===== config.mk =====
export PLATFORM = sky130hd
export DESIGN_NAME = fir_out_sat_fifo_flat
export DESIGN_NICKNAME = d
export VERILOG_FILES = /design/src/rtl/fir_out_sat_fifo_if.sv /design/src/rtl/fir_out_sat_fifo.sv /design/src/flat_wrapper.sv
export SDC_FILE = /design/constraint.sdc
export NUM_CORES = 1
export LEC_CHECK = 0
export BUFFER_PORTS_ARGS = -buffer_cell sky130_fd_sc_hd__buf_2
export CAP_MARGIN = 20
export CORE_MARGIN = 2
export CORE_UTILIZATION = 30
export CTS_BUF_LIST = sky130_fd_sc_hd__clkbuf_8
export CTS_CLUSTER_SIZE = 30
export DETAILED_ROUTE_END_ITERATION = 8
export SETUP_SLACK_MARGIN = 0.2
export SYNTH_ARGS = -nofsm -noshare
export SYNTH_HDL_FRONTEND = slang
export SYNTH_SLANG_ARGS = --single-unit

===== constraint.sdc =====
create_clock -name clk -period 5.2 [get_ports clk]
set_input_delay 0.78 -clock clk [delete_from_list [all_inputs] [get_ports clk]]
set_output_delay 0.78 -clock clk [all_outputs]
set_load 0.02 [all_outputs]

===== src/rtl/fir_out_sat_fifo_if.sv =====
// Stream bundle around the FIR output conditioner.
// The sample input has no ready signal. The output is AXI-Stream style with tready and tlast.
interface fir_out_sat_fifo_if #(
    parameter int IN_W  = 32,
    parameter int OUT_W = 16
);
    logic                    s_tvalid;
    logic signed [IN_W-1:0]  s_tdata;
    logic                    m_tvalid;
    logic                    m_tready;
    logic signed [OUT_W-1:0] m_tdata;
    logic                    m_tlast;

    modport master (
        input  s_tvalid, s_tdata, m_tready,
        output m_tvalid, m_tdata, m_tlast
    );

    modport slave (
        output s_tvalid, s_tdata, m_tready,
        input  m_tvalid, m_tdata, m_tlast
    );
endinterface


===== src/rtl/fir_out_sat_fifo.sv =====
// Rounds, shifts and saturates FIR samples, then queues them in a show-ahead FIFO.
// The FIFO drives a framed output stream and keeps sticky saturation and drop statistics.
module fir_out_sat_fifo #(
    parameter int IN_W      = 32,
    parameter int OUT_W     = 16,
    parameter int SHIFT     = 0,
    parameter int DEPTH     = 16,
    parameter int FRAME_LEN = 8
) (
    input  logic                       clk,
    input  logic                       rst,
    fir_out_sat_fifo_if.master         bus,
    output logic [$clog2(DEPTH+1)-1:0] level,
    output logic                       overflow,
    input  logic                       clr_status,
    output logic [15:0]                drop_cnt,
    output logic [15:0]                sat_cnt
);
    localparam int AW   = $clog2(DEPTH);
    localparam int LW   = $clog2(DEPTH + 1);
    localparam int FC_W = (FRAME_LEN > 1) ? $clog2(FRAME_LEN) : 1;
    localparam logic signed [IN_W:0] MAX_V = (IN_W+1)'((1 << (OUT_W - 1)) - 1);
    localparam logic signed [IN_W:0] MIN_V = ~MAX_V;

    logic signed [IN_W:0]    s_ext;
    logic signed [IN_W:0]    s_rnd;
    logic                    sat_hi, sat_lo, sat_ev;
    logic signed [OUT_W-1:0] s_sat;

    assign s_ext = {bus.s_tdata[IN_W-1], bus.s_tdata};

    // One extra bit of headroom keeps the rounding add from wrapping at full scale.
    generate
        if (SHIFT > 0) begin : g_rnd
            localparam logic signed [IN_W:0] HALF = (IN_W+1)'(1) << (SHIFT - 1);
            logic signed [IN_W:0] sum;
            assign sum   = s_ext + HALF;
            assign s_rnd = sum >>> SHIFT;
        end else begin : g_nornd
            assign s_rnd = s_ext;
        end
    endgenerate

    assign sat_hi = s_rnd > MAX_V;
    assign sat_lo = s_rnd < MIN_V;
    assign sat_ev = bus.s_tvalid && (sat_hi || sat_lo);
    assign s_sat  = sat_hi ? MAX_V[OUT_W-1:0] :
                    sat_lo ? MIN_V[OUT_W-1:0] : s_rnd[OUT_W-1:0];

    logic                    stg_vld;
    logic signed [OUT_W-1:0] stg_data;
    logic [OUT_W-1:0]        mem [DEPTH];
    logic [AW-1:0]           wr_ptr, rd_ptr;
    logic [FC_W-1:0]         frame_cnt;
    logic                    not_empty, full, pop, push, drop;

    assign not_empty = level != '0;
    assign full      = level == LW'(DEPTH);
    assign pop       = not_empty && bus.m_tready;
    // A pop in the same cycle frees the slot, so a full FIFO still accepts the word.
    assign push      = stg_vld && (!full || pop);
    assign drop      = stg_vld && !push;

    assign bus.m_tvalid = not_empty;
    assign bus.m_tdata  = not_empty ? mem[rd_ptr] : '0;
    assign bus.m_tlast  = not_empty && (frame_cnt == FC_W'(FRAME_LEN - 1));

    always_ff @(posedge clk) begin
        if (push) mem[wr_ptr] <= stg_data;
    end

    always_ff @(posedge clk or posedge rst) begin
        if (rst) begin
            stg_vld   <= 1'b0;
            stg_data  <= '0;
            wr_ptr    <= '0;
            rd_ptr    <= '0;
            level     <= '0;
            frame_cnt <= '0;
        end else begin
            stg_vld <= bus.s_tvalid;
            if (bus.s_tvalid) stg_data <= s_sat;
            if (push) wr_ptr <= wr_ptr + 1'b1;
            if (pop)  rd_ptr <= rd_ptr + 1'b1;
            case ({push, pop})
                2'b10:   level <= level + 1'b1;
                2'b01:   level <= level - 1'b1;
                default: level <= level;
            endcase
            if (pop) begin
                if (frame_cnt == FC_W'(FRAME_LEN - 1)) frame_cnt <= '0;
                else                                   frame_cnt <= frame_cnt + 1'b1;
            end
        end
    end

    // A clear that coincides with a new event leaves that event counted.
    always_ff @(posedge clk or posedge rst) begin
        if (rst) begin
            overflow <= 1'b0;
            drop_cnt <= '0;
            sat_cnt  <= '0;
        end else if (clr_status) begin
            overflow <= drop;
            drop_cnt <= {15'd0, drop};
            sat_cnt  <= {15'd0, sat_ev};
        end else begin
            if (drop) overflow <= 1'b1;
            if (drop && drop_cnt != 16'hFFFF)  drop_cnt <= drop_cnt + 16'd1;
            if (sat_ev && sat_cnt != 16'hFFFF) sat_cnt  <= sat_cnt + 16'd1;
        end
    end
endmodule


===== src/flat_wrapper.sv =====
// flat-port wrapper written by rule: the top's interface ports become plain ports
module fir_out_sat_fifo_flat 
#(
    parameter int IN_W      = 32,
    parameter int OUT_W     = 16,
    parameter int SHIFT     = 0,
    parameter int DEPTH     = 16,
    parameter int FRAME_LEN = 8
)
  (clk, rst, level, overflow, clr_status, drop_cnt, sat_cnt, bus_s_tvalid, bus_s_tdata, bus_m_tready, bus_m_tvalid, bus_m_tdata, bus_m_tlast);
  fir_out_sat_fifo_if #(.IN_W(IN_W), .OUT_W(OUT_W)) bus_i ();
  input  logic clk;
  input  logic rst;
  output logic [$clog2(DEPTH+1)-1:0] level;
  output logic overflow;
  input  logic clr_status;
  output logic [15:0] drop_cnt;
  output logic [15:0] sat_cnt;
  input wire logic [$bits(bus_i.s_tvalid)-1:0] bus_s_tvalid;
  input wire logic [$bits(bus_i.s_tdata)-1:0] bus_s_tdata;
  input wire logic [$bits(bus_i.m_tready)-1:0] bus_m_tready;
  output wire logic [$bits(bus_i.m_tvalid)-1:0] bus_m_tvalid;
  output wire logic [$bits(bus_i.m_tdata)-1:0] bus_m_tdata;
  output wire logic [$bits(bus_i.m_tlast)-1:0] bus_m_tlast;
  assign bus_i.s_tvalid = bus_s_tvalid;
  assign bus_i.s_tdata = bus_s_tdata;
  assign bus_i.m_tready = bus_m_tready;
  assign bus_m_tvalid = bus_i.m_tvalid;
  assign bus_m_tdata = bus_i.m_tdata;
  assign bus_m_tlast = bus_i.m_tlast;
  fir_out_sat_fifo #(.IN_W(IN_W), .OUT_W(OUT_W), .SHIFT(SHIFT), .DEPTH(DEPTH), .FRAME_LEN(FRAME_LEN)) u_core (.clk(clk), .rst(rst), .bus(bus_i), .level(level), .overflow(overflow), .clr_status(clr_status), .drop_cnt(drop_cnt), .sat_cnt(sat_cnt));
endmodule

==> flow_metrics.env <==
export IMPL_grt_first_pass_wirelength_mm=47.3
export IMPL_synth_warning_count=0
export IMPL_hpwl_mm=18.5
export IMPL_grt_max_degree=38
export IMPL_synth_largest_area_cell="edfxtp_1"
export IMPL_crit_arrival_ns=3.37
export IMPL_drc=0
export IMPL_hp_class="in -> async"
export IMPL_synth_compound_area_share_pct=4.50
export IMPL_regArea_um2=9340
export IMPL_multi_input_area_um2=3780
export IMPL_die_w_um=215
export IMPL_cts_repair_resized=0
export IMPL_clock_sinks=322
export IMPL_syn_num_nets=810
export IMPL_die_area_um2=46200
export IMPL_drt_pass1_iterations=6
export IMPL_cts_buffers=52
export IMPL_cp_max_fo=35
export IMPL_met1_usage_pct=18.1
export IMPL_core_um2=44100
export IMPL_grt_use_met3_pct=3.50
export IMPL_regToRegSetupSlack_ns=2.37
export IMPL_ys_flop_type="edfxtp_1"
export IMPL_outcome="completed"
export IMPL_yosysSeqAreaShare_pct=69.9
export IMPL_drt_iter0_markers=648
export IMPL_grt_overflow_total=0
export IMPL_wl_per_cell_um=20.3
export IMPL_grt_use_met2_pct=21.8
export IMPL_cts_setup_buffers=0
export IMPL_synth_edf_count=256
export IMPL_yosys_area_share_adder_pct=1.27
export IMPL_yosysTopAreaCellShare_pct=57.6
export IMPL_r2r_start="u_core.level[3]"
export IMPL_synthDistinctLibCells=58
export IMPL_cts_root_buf="clkbuf_8"
export IMPL_finalNetCount=948
export IMPL_synth_xor_area_share_pct=1.25
export IMPL_cts_buffer_depth=3
export IMPL_wl_mm=31.1
export IMPL_rsz0062_at_grt="no"
export IMPL_ff2ff_path_depth=10
export IMPL_power_density_nw_per_um2=482
export IMPL_slew_violations=0
export IMPL_grt_busiest_layer="met2"
export IMPL_drive_above_1_share_pct=31.7
export IMPL_start_util_pct=30.3
export IMPL_io_buffers=92
export IMPL_fin_ws_ns=1.05
export IMPL_cp_required_ns=4.42
export IMPL_fin_skew_ns=0.0322
export IMPL_num_vias=7354
export IMPL_syn_cell_area_um2=13400
export IMPL_ctsHoldBuffers=0
export IMPL_timing_setup_tns_ns=0
export IMPL_synth_top_family_by_area="multiplexers"
export IMPL_slew_limit_headroom_pct=22.9
export IMPL_synthesis_instances=760
export IMPL_cap_violations=0
export IMPL_via_per_inst=4.81
export IMPL_htree_levels=2
export IMPL_cp_start_kind="flip-flop"
export IMPL_worst_slew_pin_slew_ns=1.16
export IMPL_crit_path_end_kind="output pin"
export IMPL_avgSynthCellArea_um2=17.6
export IMPL_synth_simple_area_share_pct=6.74
export IMPL_cts_tree="done"
export IMPL_path_class="reg -> out"
export IMPL_first_global_vias=7571
export IMPL_setup_viol=0
export IMPL_clk_pin_slew_ns=0.06
export IMPL_ant_nets=0
export IMPL_place_gp_congestion=0.767
export IMPL_clk_insertion_delay_late_ns=0.60
export IMPL_synthTopCellsByArea="edfxtp_1, mux4_2, dfrtp_1"
export IMPL_timing_final_hold_violations=0
export IMPL_pre_cts_slack_ns=1.62
export IMPL_whs_ns=0.423
export IMPL_fin_crit_ns=4.15
export IMPL_total_leakage_power_uw=0.00546
export IMPL_fillers=4231
export IMPL_rows=77
export IMPL_antenna_found_initial=0
export IMPL_timing_fmax_mhz=241
export IMPL_period_share_pct=79.8
export IMPL_peakVddDrop_mv=0.186
export IMPL_reg2reg_to="u_core.level[4]"
export IMPL_groute_usage_overall_pct=13.5
export IMPL_pin_count=93
export IMPL_areaGrowthSynthToFinish_pct=16.9
export IMPL_chipHeight_um=215
export IMPL_synthMuxAreaShare_pct=14.0
export IMPL_synthArstFlopShare_pct=20.5
export IMPL_ys_ff_latch=322
export IMPL_antenna_cells=0
[power by group]
group / leakage [uW] / switching (uW) / internal, uW
clock network: 0.000560 / 1010 / 1060
registers: 0.00320 / 362 / 3100
logic: 0.00171 / 988 / 1010
total: 0.00546 / 2360 / 5170
[final cells by class]
| type | count | area share [%] |
|---|---|---|
| well taps | 592 | 4.75 |
| flip-flops and latches | 322 | 59.9 |
| inverters | 28 | 0.673 |
| clock buffers | 53 | 4.67 |
| multi-input cells | 376 | 24.2 |
| repair buffers | 118 | 4.25 |
| clock inverters | 41 | 1.60 |
[cells by family after synthesis]
family / after synthesis
fa+ha+maj: 13
compound gates: 90
simple gates: 168
buf+inv: 62
mux: 86
xor+xnor: 19
flops: 322
[worst max-delay path by stage]
| stage | from | endpoint | slack (ns) | cells after the start |
|---|---|---|---|---|
| 3_3_place_gp | u_core.rd_ptr[0] | bus_m_tdata[8] | 1.64 | 5 |
| 2_1_floorplan | bus_m_tready | u_core.mem[3][0] | 2.10 | 4 |
| 3_5_place_dp | u_core.rd_ptr[0] | bus_m_tdata[8] | 1.62 | 5 |
| 6_report | u_core.rd_ptr[0] | bus_m_tdata[8] | 1.05 | 5 |
| 4_1_cts | u_core.rd_ptr[0] | bus_m_tdata[8] | 0.94 | 5 |
| 5_1_grt | u_core.rd_ptr[0] | bus_m_tdata[5] | 0.82 | 5 |
[Yosys cell counts, drive strengths merged (12+ instances only)]
library cell	number
edfxtp	256
mux4	80
dfrtp	66
nor2	34
o21ai	34
nand2	31
inv	28
a21oi	21
nor2b	21
buf	20
nand4	18
o211ai	18
or3	15
clkbuf	14
ha	12
xnor2	12
[layout by cell type (no fill, tap or decap), types with 2 or more instances in the layout]
master and instances:
and4_1 2, clkinv_2 6, a21o_1 2, buf_2 92
xnor2_1 12, nand3_1 10, inv_2 2, and2_1 3
or4_1 5, nor3_1 6, dfrtp_1 64, nor2_1 21
xor2_1 7, nor4_1 9, clkinv_1 8, or3_1 15
ha_1 12, o31ai_1 4, nor3_2 4, nor2_2 12
buf_4 25, o21ai_0 4, nand4_1 17, nand2b_1 3
o21ai_1 29, edfxtp_1 256, clkbuf_8 53, mux2i_1 2
mux4_2 80, o21a_1 2, nor2b_1 21, nand2_1 31
bufinv_16 2, inv_1 45, o211ai_1 17, a21oi_1 21
mux2_4 2, clkinvlp_4 4
[flip-flops by register name, indices dropped and copies added, names as in the netlist]
signal and count:
u_core.drop_cnt 16, u_core.frame_cnt 3, u_core.level 5, u_core.mem 256
u_core.overflow 1, u_core.rd_ptr 4, u_core.sat_cnt 16, u_core.stg_data 16
u_core.stg_vld 1, u_core.wr_ptr 4
[layer usage]
| metal | vias up | wire length (um) |
|---|---|---|
| li1 | 3324 | - |
| met1 | 3752 | 13500 |
| met2 | 237 | 14800 |
| met3 | 41 | 2220 |
| met4 | 0 | 490 |
| met5 | - | 0 |
[through the flow]
| stage | power (uW) | std cells | utilization [%] | cell area [um2] |
|---|---|---|---|---|
| 2_1_floorplan | 4910 | 760 | - | 13400 |
| 5_1_grt | 7910 | 1530 | 35.4 | 15600 |
| 6_report | 7530 | 1530 | 35.4 | 15600 |
| 4_1_cts | 7660 | 1529 | 35.3 | 15600 |
| 3_3_place_gp | 5530 | 1435 | 33.1 | 14600 |
| 3_5_place_dp | 5560 | 1435 | 33.1 | 14600 |
[worst max-delay path: stages (launching register included)]
cell     delay (ns)
dfrtp_4        0.90
buf_4          0.49
mux4_2         0.56
mux4_2         0.46
nor2b_1        0.14
buf_2          0.19
Power figures use the tool's default switching activity.
